--- config.mk ---
export PLATFORM = sky130hd
export DESIGN_NAME = rr_mux_arbiter
export DESIGN_NICKNAME = d
export VERILOG_FILES = /design/src/rtl/rr_mux_arbiter.sv
export SDC_FILE = /design/constraint.sdc
export NUM_CORES = 1
export LEC_CHECK = 0
export ABC_AREA = 1
export BUFFER_PORTS_ARGS = -buffer_cell sky130_fd_sc_hd__buf_2
export CAP_MARGIN = 20
export CORE_MARGIN = 5
export CORE_UTILIZATION = 40
export CTS_BUF_LIST = sky130_fd_sc_hd__clkbuf_8
export DETAILED_ROUTE_END_ITERATION = 10
export GPL_TIMING_DRIVEN = 0
export PLACE_DENSITY = 0.69
export SETUP_SLACK_MARGIN = 0.15
export SLEW_MARGIN = 20
export SYNTH_ARGS = -nofsm -noshare
export SYNTH_HDL_FRONTEND = slang
export SYNTH_SLANG_ARGS = --single-unit
--- constraint.sdc ---
create_clock -name clk -period 2.19 [get_ports clk]
set_input_delay 0 -clock clk [delete_from_list [all_inputs] [get_ports clk]]
set_output_delay 0 -clock clk [all_outputs]
set_load 0.02 [all_outputs]
--- src/rtl/rr_mux_arbiter.sv ---
// ---------------------------------------------------------------------------
// rr_mux_arbiter
//
// Round-robin arbiter and sequencer for a shared 4:1 select datapath. Four
// requesters each offer a WIDTH-bit operand plus a request line. One
// requester holds the grant at a time. Its operand is steered through the
// mux and loaded into a registered output stage that a valid/ready
// handshake drains. A grant is forcibly released after HOLD accepted beats,
// so a busy requester cannot starve the others.
//
// Parameters
//   WIDTH     operand / output width
//   HOLD      max beats per grant before forced release (1..15)
//
// Ports
//   clk        in   rising-edge clock
//   rst        in   synchronous active-high reset
//   req[3:0]   in   request lines, req[i] belongs to requester i
//   in1..in4   in   operands of requesters 0..3
//   ready      in   downstream takes out this cycle when out_valid=1
//   gnt[3:0]   out  one-hot grant, zero when idle
//   sel[1:0]   out  mux select of current / last grantee
//   out        out  registered selected operand
//   out_valid  out  out holds an unconsumed beat
//
// Handshake: a beat in out is transferred on a cycle where out_valid=1 and
// ready=1. out and out_valid are stable while out_valid=1 and ready=0. A
// new beat may be loaded in the same cycle the old one is taken, so
// back-to-back beats leave no bubble.
// ---------------------------------------------------------------------------
module rr_mux_arbiter #(
   parameter int WIDTH = 2,
   parameter int HOLD  = 2
) (
   input  logic             clk,
   input  logic             rst,
   input  logic [3:0]       req,
   input  logic [WIDTH-1:0] in1,
   input  logic [WIDTH-1:0] in2,
   input  logic [WIDTH-1:0] in3,
   input  logic [WIDTH-1:0] in4,
   input  logic             ready,
   output logic [3:0]       gnt,
   output logic [1:0]       sel,
   output logic [WIDTH-1:0] out,
   output logic             out_valid
);

   typedef enum logic {
      IDLE  = 1'b0,
      GRANT = 1'b1
   } state_t;

   localparam logic [3:0] HOLD_L = 4'(HOLD);

   // Registered state
   state_t           state;
   logic [1:0]       ptr;
   logic [3:0]       cnt;

   // Next-state values
   state_t           state_nxt;
   logic [1:0]       ptr_nxt;
   logic [3:0]       cnt_nxt;
   logic [3:0]       gnt_nxt;
   logic [1:0]       sel_nxt;
   logic [WIDTH-1:0] out_nxt;
   logic             out_valid_nxt;

   // Datapath / control helpers
   logic [WIDTH-1:0] operand;
   logic             stall;
   logic             load;
   logic             last_beat;
   logic             release_grant;
   logic [3:0]       masked_req;
   logic [1:0]       scan_start;
   logic [2:0]       pick;

   // Round-robin pick: returns {found, index} of the first set bit of r
   // scanning p, p+1, ... modulo 4. Scanning from the far end and
   // overwriting leaves the nearest hit.
   function automatic logic [2:0] rr_pick(input logic [3:0] r,
                                          input logic [1:0] p);
      logic [2:0] res;
      logic [1:0] idx;
      res = 3'b000;
      for (int k = 3; k >= 0; k--) begin
         idx = p + 2'(k);
         if (r[idx]) res = {1'b1, idx};
      end
      return res;
   endfunction

   // Shared 4:1 operand mux
   always_comb begin
      case (sel)
         2'd0:    operand = in1;
         2'd1:    operand = in2;
         2'd2:    operand = in3;
         default: operand = in4;
      endcase
   end

   // Handshake and release conditions
   always_comb begin
      stall     = out_valid & ~ready;
      load      = (state == GRANT) & gnt[sel] & req[sel]
                  & (~out_valid | ready);
      last_beat = load & ((cnt + 4'd1) == HOLD_L);
      // A dropped request only releases once any stalled beat has moved on.
      release_grant = (state == GRANT)
                      & ((~req[sel] & ~stall) | last_beat);
   end

   // Arbitration input: on a forced release the outgoing grantee is masked
   // so another requester gets a turn. On an early drop its bit is already
   // zero. In IDLE the scan starts at the stored pointer. On release it
   // starts just past the outgoing grantee, which is also the new pointer.
   always_comb begin
      masked_req = req;
      scan_start = ptr;
      if (state == GRANT) begin
         scan_start = sel + 2'd1;
         if (last_beat) masked_req = req & ~(4'b0001 << sel);
      end
      pick = rr_pick(masked_req, scan_start);
   end

   // Next-state / output logic
   always_comb begin
      state_nxt     = state;
      ptr_nxt       = ptr;
      cnt_nxt       = cnt;
      gnt_nxt       = gnt;
      sel_nxt       = sel;
      out_nxt       = out;
      out_valid_nxt = out_valid;

      // Output stage: a load replaces the beat. Otherwise a taken beat
      // empties the stage.
      if (load) begin
         out_nxt       = operand;
         out_valid_nxt = 1'b1;
         cnt_nxt       = cnt + 4'd1;
      end else if (ready) begin
         out_valid_nxt = 1'b0;
      end

      case (state)
         IDLE: begin
            gnt_nxt = 4'b0000;
            if (pick[2]) begin
               state_nxt = GRANT;
               gnt_nxt   = 4'b0001 << pick[1:0];
               sel_nxt   = pick[1:0];
               cnt_nxt   = 4'd0;
            end
         end

         GRANT: begin
            if (release_grant) begin
               ptr_nxt = scan_start;
               cnt_nxt = 4'd0;
               if (pick[2]) begin
                  state_nxt = GRANT;
                  gnt_nxt   = 4'b0001 << pick[1:0];
                  sel_nxt   = pick[1:0];
               end else begin
                  // sel keeps the last grantee while idle
                  state_nxt = IDLE;
                  gnt_nxt   = 4'b0000;
               end
            end
         end

         default: begin
            state_nxt = IDLE;
            gnt_nxt   = 4'b0000;
         end
      endcase
   end

   // State register
   always_ff @(posedge clk) begin
      if (rst) begin
         state     <= IDLE;
         ptr       <= 2'd0;
         cnt       <= 4'd0;
         gnt       <= 4'b0000;
         sel       <= 2'd0;
         out       <= '0;
         out_valid <= 1'b0;
      end else begin
         state     <= state_nxt;
         ptr       <= ptr_nxt;
         cnt       <= cnt_nxt;
         gnt       <= gnt_nxt;
         sel       <= sel_nxt;
         out       <= out_nxt;
         out_valid <= out_valid_nxt;
      end
   end

endmodule

# [Word-level counts from Yosys, hierarchy flattened]
# Cells that the tools add are included.
# Widths: inputs -> output; s select.
[totals] ff_bits=16 in_bits=15
[classes] n_addsub=5 magnitude_cmp=5 n_eq_ne=4 shift=2 n_mux=35 n_bitwise=16 n_reduce_logical=3
[ops] op="$mux 4" count=7
[ops] op="$pmux 4 s2" count=2
[ops] op="$lt 2x3->1 const B" count=5
[ops] op="$bmux 1 s2" count=6
[ops] op="$mux 3" count=4
[ops] op="$mux 1" count=10
[ops] op="$shl 1x2->4 const A" count=2
[ops] op="$and 1x1->1" count=7
[ops] op="$mux 2" count=3
[ops] op="$pmux 2 s3" count=1
[ops] op="$not 1->1" count=5
[ops] op="$add 2x1->2 const B" count=2
[ops] op="$add 2x2->2 const B" count=2
[ops] op="$add 4x1->4 const B" count=1
[ops] op="$and 4x4->4" count=1
[ops] op="$eq 4x2->1 const B" count=1
[ops] op="$not 4->4" count=1
[ops] op="$pmux 2 s2" count=1
[ops] op="$eq 2x1->1 const B" count=1
[ops] op="$eq 2x2->1 const B" count=1
[ops] op="$logic_not 2->1" count=1
[ops] op="$ne 2x1->1 const B" count=1
[ops] op="$or 1x1->1" count=2
[ops] op="$pmux 1 s2" count=1
[ops] op="other kinds (2)" count=2

# [Depth between registers and ports, before layout]
# Gate-level depths: netlist of run 1.
[depth] depth_word=18 depth_mapped=18 ltp_nobuf=17

# [Worst setup path after synthesis of run 1]
# No wires, ideal clock.
[synth_timing] path_kind="reg2reg" start="reg sel[0]" end="reg gnt[1]" setup_time_ns=0.071 arrival_time_ns=1.924 required_time_ns=2.119 slack_ns=0.196 path_stages_with_launch=15 synth_period_minus_slack_ns=1.994 cell_sequence="dfxtp_1 -> buf_6 -> inv_6 -> ha_1 -> nand2_2 -> o21ai_4 -> xor2_1 -> inv_1 -> nand2_2 -> nand3_1 -> nand3_1 -> nand2_2 -> inv_2 -> nand4_1 -> a21oi_1"
[synth_via] elab_chain_len=18
[synth_rtl] item="from (decl)" line="44" text="output logic [1:0] sel,"
[synth_rtl] item="from (signal assigned)" line="199" text="sel <= sel_nxt;"
[synth_rtl] item="$bmux 1 s2" line="108" text="load = (state == GRANT) & gnt[sel] & req[sel]"
[synth_rtl] item="$mux 1 (not written as such)" line="108"
[synth_rtl] item="$and 1x1->1 (2 in series)" line="108"
[synth_rtl] item="$and 1x1->1" line="109" text="& (~out_valid | ready);"
[synth_rtl] item="$and 1x1->1" line="110" text="last_beat = load & ((cnt + 4'd1) == HOLD_L);"
[synth_rtl] item="$mux 4" line="125" text="if (last_beat) masked_req = req & ~(4'b0001 << sel);"
[synth_rtl] item="$mux 4" line="123" text="if (state == GRANT) begin"
[synth_rtl] item="$bmux 1 s2" line="90" text="if (r[idx]) res = {1'b1, idx};"
[synth_rtl] item="$mux 1 (not written as such)" line="90"
[synth_rtl] item="$mux 3 (4 in series)" line="90"
[synth_rtl] item="$shl 1x2->4" line="155, 167"
[synth_rtl] item="$mux 4" line="153, 165"
[synth_rtl] item="$mux 4" line="162" text="if (release_grant) begin"
[synth_rtl] item="$pmux 4 s2" line="150" text="case (state)"
[synth_rtl] item="to (signal assigned)" line="198" text="gnt <= gnt_nxt;"
[synth_rtl] item="to (decl)" line="43" text="output logic [3:0] gnt,"
# Several ways; a longest one is shown, not always the timed one. The select of a mux whose other input is x is not followed.
# A chain may end at the register's enable or synchronous reset.

# [Final worst setup path of run 1]
[layout_timing] start="reg sel[0]" end="reg sel[0]"
[layout_via] elab_chain_len=17
[layout_rtl] item="$bmux 1 s2" line="108"
[layout_rtl] item="$mux 1 (not written as such)" line="108"
[layout_rtl] item="$and 1x1->1 (2 in series)" line="108"
[layout_rtl] item="$and 1x1->1" line="109"
[layout_rtl] item="$and 1x1->1" line="110"
[layout_rtl] item="$mux 4" line="125"
[layout_rtl] item="$mux 4" line="123"
[layout_rtl] item="$bmux 1 s2" line="90"
[layout_rtl] item="$mux 1 (not written as such)" line="90"
[layout_rtl] item="$mux 3 (4 in series)" line="90"
[layout_rtl] item="$mux 2" line="153, 165"
[layout_rtl] item="$mux 2" line="162"
[layout_rtl] item="$pmux 2 s2" line="150"
# Several ways; a longest one is shown, not always the timed one. The select of a mux whose other input is x is not followed.

==> metrics.md, run 1 <==
| Metric | Value |
|---|---|
| Outcome | finished clean |
| Simple-gate share of the synthesized area | 0.4244 |
| Post-route clock period utilization | 0.9376 |
| Clock latency of the later-clocked register in the worst-skew pair | 0.25 ns |
| Die Ht | 65.90 um |
| Pwr dens | 1273 nW/um2 |
| Number of hold buffers added after cts | 0 |
| Unrepaired setup endpoints after global routing | yes |
| All-layer global routing usage | 0.1503 |
| Total die area | 4343 um2 |
| VDD IR-drop max | 0.5081 mV |
| First-pass GRT wire length | 5099 um |
| Reported leakage power | 0.0007686 uW |
| Clock slew seen by the registers of the worst setup and hold paths | 0.07 ns |
| Worst setup path class | reg -> reg |
| Overall die width | 65.90 um |
| Number of standard cells after synthesis | 183 |
| Synth Register Bits | 16 |
| Crit path time final | 2.053 ns |
| CTS tree | yes |
| Post-synth design cell area | 1250 um2 |
| Area added between synthesis and finish | 32.83% |
| Synth unique cells | 26 |
| Number of maximum-capacitance violations | 0 |
| Syn Nets | 204 |
| Residual antenna-violating net count after detailed routing | 0 |
| Drt drc | 0 |
| Initial DRT Pass Iterations | 4 |
| Buffers on Ports | 22 |
| Placeable core region | 3028 um2 |
| Number of rows in the core area | 20 |
| Maximum count of clock buffers along a single path | 2 |
| H-Tree Depth | 1 |
| Via count of the first global-routing pass | 1,123 |
| Via density per instance | 4.973 |
| Total inserted antenna cells | 0 |
| Final Setup Violations | 0 |
| Ports placed on the boundary | 24 |
| Number of endpoints with negative hold slack in the final report | 0 |
| Detailed Route Iter0 Violations | 63 |
| Total clock buffers created by CTS | 3 |
| Data arrival time of the critical path | 2.20 ns |
| Post-layout net count | 238 |
| Mean instance size in the synthesized netlist | 6.830 um2 |
| Remaining max-slew budget at the tightest pin | 0.6444 |
| CTS root buf | sky130_fd_sc_hd__clkbuf_8 |
| Mux contribution to synthesized area | 0 |
| Placed instance area | 1415 um2 |
| # placed instances | 249 |
| Hold/Removal Path Class | in -> reg |
| Util after Layout | 0.5483 |
| Capturing element type of the critical path | flop |
| Worst EP required | 2.33 ns |
| Initial cell density of the core | 0.4128 |
| Final standard cell count with taps included and fillers excluded | 260 |
| Maximum number of pins on one net before global-route repair | 11 |
| Register area share after synthesis | 0.2563 |
| Worst-path maximum fanout | 8 |
| DR WL/cell | 12.49 um |
| Fraction of final layout cells sized beyond drive strength 1 | 0.4306 |
| Leading cell type in the layout, fill and taps excluded | sky130_fd_sc_hd__nand2_1 |
| Post-synthesis share of cell area spent on xor and xnor gates | 0.01401 |
| Commonest cells after routing, fill and taps aside | sky130_fd_sc_hd__nand2_1, sky130_fd_sc_hd__inv_1, sky130_fd_sc_hd__buf_2 |
| Number of synthesis warnings | 0 |
| Final slew viol count | 0 |
| Worst Clk Skew | 0.009597 ns |
| Detailed Place HPWL | 2273 um |
| # clock sinks | 16 |
| Post-route cell area | 1660 um2 |
| Total via count after detailed routing | 1,293 |
| Worst Max-Slew Pin Slew | 0.5334 ns |
| Startpoint type of the worst setup path | flop |
| Compound-gate portion of the synthesized area | 0.1261 |
| Overall routed net length | 3247 um |
| Combinational family with the most area after synthesis | simple AND/OR/NAND/NOR gates |
| Initial antenna violation count | 0 |
| Synthesized-area fraction occupied by adder cells | 0.06006 |
| Last weighted congestion value of the routability-driven placer | 0.7765 |
| Overflow left after global routing | 0 |
| FMAX | 0.4870 GHz |
layer usage:
layer  part of all wire  GRT usage  up-vias
li1                   -          -      659
met1               0.45     0.1897      593
met2               0.49     0.2491       35
met3              0.040    0.02721        6
met4              0.025    0.06218        0
met5                  0          0        -
cell usage after synthesis:
library cell | count | area (um2)
sky130_fd_sc_hd__a211oi_2 | 1 | 12.51
sky130_fd_sc_hd__a21oi_1 | 10 | 50.05
sky130_fd_sc_hd__buf_6 | 2 | 22.52
sky130_fd_sc_hd__clkbuf_1 | 1 | 3.750
sky130_fd_sc_hd__clkinv_1 | 1 | 3.750
sky130_fd_sc_hd__clkinv_2 | 1 | 5.000
sky130_fd_sc_hd__dfxtp_1 | 16 | 320.3
sky130_fd_sc_hd__ha_1 | 6 | 75.07
sky130_fd_sc_hd__inv_1 | 25 | 93.84
sky130_fd_sc_hd__inv_2 | 3 | 11.26
sky130_fd_sc_hd__inv_6 | 1 | 8.760
sky130_fd_sc_hd__nand2_1 | 38 | 142.6
sky130_fd_sc_hd__nand2_2 | 13 | 81.33
sky130_fd_sc_hd__nand2_4 | 2 | 22.52
sky130_fd_sc_hd__nand3_1 | 20 | 100.1
sky130_fd_sc_hd__nand3_2 | 8 | 80.08
sky130_fd_sc_hd__nand4_1 | 8 | 50.05
sky130_fd_sc_hd__nor2_1 | 8 | 30.03
sky130_fd_sc_hd__nor2_2 | 1 | 6.260
sky130_fd_sc_hd__nor2_4 | 1 | 11.26
sky130_fd_sc_hd__o21ai_0 | 8 | 40.04
sky130_fd_sc_hd__o21ai_1 | 3 | 15.01
sky130_fd_sc_hd__o21ai_4 | 2 | 32.53
sky130_fd_sc_hd__o31ai_1 | 1 | 7.510
sky130_fd_sc_hd__or2_1 | 1 | 6.260
sky130_fd_sc_hd__xor2_1 | 2 | 17.52
worst paths after layout:
| check | start | to | slack [ns] | depth (start not counted) |
|---|---|---|---|---|
| min reg2reg | gnt[1] | gnt[1] | 0.48 | 2 |
| max reg2reg | sel[0] | sel[0] | 0.14 | 16 |
| min | in4[1] | out[1] | 0.12 | 5 |
| max | sel[0] | sel[0] | 0.14 | 16 |
area by class of cell:
type	count	area, um2
repair buffers	29	162.7
multi-input cells	133	897.1
flip-flops and latches	16	332.8
plain buffers	3	30.03
well taps	44	55.05
clock buffers	4	55.05
fillers	297	1368
inverters	31	127.6
sequential cells by signal (all words and copies together) (netlist names):
name       count
state          1
gnt            4
out            2
out_valid      1
cnt            4
ptr            2
sel            2
stage by stage:
stage | power (uW) | worst slack, ns | hold WS, ns | setup TNS, ns
2_1_floorplan | 1315 | 0.1958 | 0.2659 | 0
3_3_place_gp | 1541 | 0.02031 | 0.3796 | 0
3_5_place_dp | 1551 | 0.009743 | 0.3921 | 0
5_1_grt | 2288 | -0.02844 | 0.1976 | -0.05901
4_1_cts | 1837 | 0.1546 | 0.1270 | 0
6_report | 2114 | 0.1366 | 0.1213 | 0
report_power, final:
group	leakage (uW)	switching (uW)	internal (uW)
logic	0.000606	902	503
registers	0.000133	64.9	377
clock network	0.0000288	108	160
critical path: stages, from the launching register on:
cell,delay [ns]
sky130_fd_sc_hd__dfxtp_4,0.35
sky130_fd_sc_hd__buf_8,0.13
sky130_fd_sc_hd__inv_8,0.05
sky130_fd_sc_hd__nand2_2,0.06
sky130_fd_sc_hd__nand3_2,0.07
sky130_fd_sc_hd__nand2_2,0.08
sky130_fd_sc_hd__inv_2,0.05
sky130_fd_sc_hd__nor2_4,0.15
sky130_fd_sc_hd__nand4_1,0.13
sky130_fd_sc_hd__nand3_1,0.11
sky130_fd_sc_hd__nand2_2,0.08
sky130_fd_sc_hd__nor2_1,0.10
sky130_fd_sc_hd__nand4_1,0.14
sky130_fd_sc_hd__nand2_2,0.19
sky130_fd_sc_hd__inv_4,0.07
sky130_fd_sc_hd__o21ai_2,0.14
sky130_fd_sc_hd__a21oi_2,0.04
logic make-up after synthesis:
family | Yosys count
and+or+nand+nor | 100
buffers and inverters | 34
AOI/OAI and AO/OA | 25
DFF | 16
adders and majority gates | 6
xor gates and xnor gates | 2
timing repair:
item / CTS / global route
endpoints found under the setup margin: 10 / 12
setup buffers: 0 / 7
pin swaps: 0 / 15
gates resized for setup: 5 / 33
gates cloned: 0 / 0
Power figures use the tool's default switching activity.
==> run 2: changes to the inputs <==
CTS_BUF_LIST = sky130_fd_sc_hd__clkbuf_4   (was sky130_fd_sc_hd__clkbuf_8)
==> metrics.md, run 2 (synthesized netlist as in run 1, its figures left out) <==
| Metric | Value |
|---|---|
| Post-layout net count | 240 (+0.84%) |
| Total die area | 4343 um2 (unchanged) |
| Overall die width | 65.90 um (unchanged) |
| Worst hold stages | 5 (unchanged) |
| Last weighted congestion value of the routability-driven placer | 0.7765 (unchanged) |
| Startpoint type of the worst setup path | flop |
| Hold Crit Endpoint | out[1] |
| Via density per instance | 4.931 (-0.84%) |
| Number of rows in the core area | 20 (unchanged) |
| Flop-to-flop setup slack | 0.13 ns (about the same) |
| Unrepaired setup endpoints after global routing | yes |
| Leading cell type in the layout, fill and taps excluded | sky130_fd_sc_hd__nand2_1 |
| CTS root buf | sky130_fd_sc_hd__clkbuf_4 |
| FMAX | 0.4843 GHz (-0.54%) |
| Crit path time final | 2.065 ns (+0.01125 ns) |
| Die Ht | 65.90 um (unchanged) |
| Worst flop-to-flop path endpoint | sel[0] |
| Worst Clk Skew | 0.01012 ns (+0.0005225 ns) |
| Maximum count of clock buffers along a single path | 2 (unchanged) |
| Tightest hold margin | 0.07676 ns (-0.04457 ns) |
| Remaining max-slew budget at the tightest pin | 0.6495 (+0.005035) |
| Number of endpoints with negative hold slack in the final report | 0 (unchanged) |
| Stage delay of the slowest cell on the critical path | 0.36 ns (about the same) |
| Capturing element type of the critical path | flop |
| Initial antenna violation count | 0 (unchanged) |
| Overall routed net length | 3224 um (-0.71%) |
| All-layer global routing usage | 0.1510 (+0.0007105) |
| DR WL/cell | 12.31 um (-1.5%) |
| Data arrival time of the critical path | 2.25 ns (+0.05 ns) |
| Ports placed on the boundary | 24 (unchanged) |
| Reg area | 332.8 um2 (unchanged) |
| Number of maximum-capacitance violations | 0 (unchanged) |
| Final slew viol count | 0 (unchanged) |
| Initial cell density of the core | 0.4128 (unchanged) |
| Post-route clock period utilization | 0.9428 (+0.005137) |
| Total via count after detailed routing | 1,292 (-0.077%) |
| Maximum number of pins on one net before global-route repair | 11 (unchanged) |
| Initial DRT Pass Iterations | 5 (+1) |
| Reported leakage power | 0.0007511 uW (-2.3%) |
| Worst Min Path Start | in4[1] |
| Worst-path maximum fanout | 8 (unchanged) |
| Outcome | finished clean |
| Residual antenna-violating net count after detailed routing | 0 (unchanged) |
| Worst setup path class | reg -> reg |
| Buffers on Ports | 22 (unchanged) |
| H-Tree Depth | 1 (unchanged) |
| Clock slew seen by the registers of the worst setup and hold paths | 0.10 ns (+0.03 ns) |
| # clock sinks | 16 (unchanged) |
| Commonest cells after routing, fill and taps aside | sky130_fd_sc_hd__nand2_1, sky130_fd_sc_hd__inv_1, sky130_fd_sc_hd__buf_2 |
| Pwr dens | 1197 nW/um2 (-6.0%) |
| First-pass GRT wire length | 5126 um (+0.53%) |
| Drt drc | 0 (unchanged) |
| Final Setup Violations | 0 (unchanged) |
| Multi-input combinational cell area | 865.8 um2 (-3.5%) |
| Number of cells on the worst reg-to-reg path | 16 (unchanged) |
| Detailed Place HPWL | 2273 um (unchanged) |
| Registers with the most flip-flops | cnt (4), gnt (4) |
| CTS tree | yes |
| Worst Max-Slew Pin Slew | 0.5258 ns (-0.007552 ns) |
| Number of filler cells placed in the layout | 304 (+2.4%) |
| Worst EP required | 2.37 ns (+0.04 ns) |
| Clock latency of the later-clocked register in the worst-skew pair | 0.29 ns (+0.04 ns) |
| VDD IR-drop max | 0.4688 mV (-7.7%) |
| Total inserted antenna cells | 0 (unchanged) |
| Total clock buffers created by CTS | 3 (unchanged) |
| Fraction of final layout cells sized beyond drive strength 1 | 0.4266 (-0.003950) |
| Placeable core region | 3028 um2 (unchanged) |
| Hold/Removal Path Class | in -> reg |
| Via count of the first global-routing pass | 1,130 (+0.62%) |
| Cell mode on critical path | sky130_fd_sc_hd__nand2_2 |
| Total negative setup slack | 0 ns (unchanged) |
| Area added between synthesis and finish | 29.53% |
| Detailed Route Iter0 Violations | 77 (+22%) |
| Number of hold buffers added after cts | 0 (unchanged) |
| Overflow left after global routing | 0 (unchanged) |
| Startpoint of the worst-slack reg-to-reg timing path | sel[0] |
| Critical path's slowest cell | sky130_fd_sc_hd__dfxtp_4 |
| Critical path cell sequence | buf_8, inv_8, nand2_2, nand3_2, nand2_2, inv_2, nor2_4, nand4_1, nand3_1, nand2_2, nor2_1, nand4_1, nand2_2, inv_2, o21ai_2, a21oi_2 |
## run 2: final cells by class
cell class	count	share of cell area
inverters	31	0.08114
plain buffers	3	0.01855
clock inverters	1	0.002318
well taps	44	0.03400
repair buffers	31	0.1097
flip-flops and latches	16	0.2056
multi-input cells	133	0.5348
clock buffers	3	0.01391
## run 2: stage by stage
stage          setup WS (ns)  area (um2)  utilization  total power (uW)  std cells
6_report              0.1254        1619       0.5347              1938        262
5_1_grt             -0.06235        1619       0.5347              2125        262
3_5_place_dp        0.009743        1415       0.4674              1551        249
3_3_place_gp         0.02031        1415       0.4674              1541        249
4_1_cts               0.1617        1463       0.4831              1743        253
2_1_floorplan         0.1958        1250            -              1315        183
## run 2: how the worst max path moves through the flow
stage           start      to  slack [ns]
2_1_floorplan  sel[0]  gnt[1]        0.20
3_3_place_gp   sel[1]  gnt[1]        0.02
3_5_place_dp   sel[1]  gnt[2]        0.01
4_1_cts        sel[0]  cnt[3]        0.16
5_1_grt        sel[0]  sel[0]       -0.06
6_report       sel[0]  sel[0]        0.13
## run 2: power by group
part           total [uW]  leakage (uW)  switching, uW  internal (uW)
clock network         164     0.0000154           97.7           66.3
registers             435      0.000133           58.7            376
logic                1340      0.000602            855            484
total                1940      0.000751           1010            927
## run 2: critical path, delay by kind of cell (launching register included)
family | cells | cell delay, ns
and+or+nand+nor | 10 | 1.08
DFF | 1 | 0.36
buffers and inverters | 4 | 0.31
AOI/OAI and AO/OA | 2 | 0.20
## run 2: what timing repair did
action	in CTS	in global routing
gates resized for setup	7	26
setup endpoints to repair	10	13
pin swaps	1	11
hold endpoints to repair	0	0
buffers inserted	0	9
## run 2: metal layers
layer	up-vias	GRT usage	wire length [um]
met5	-	0	0
met4	0	0.06218	82
met3	6	0.02721	106
met2	28	0.2528	1638
met1	593	0.1887	1397
li1	665	-	-
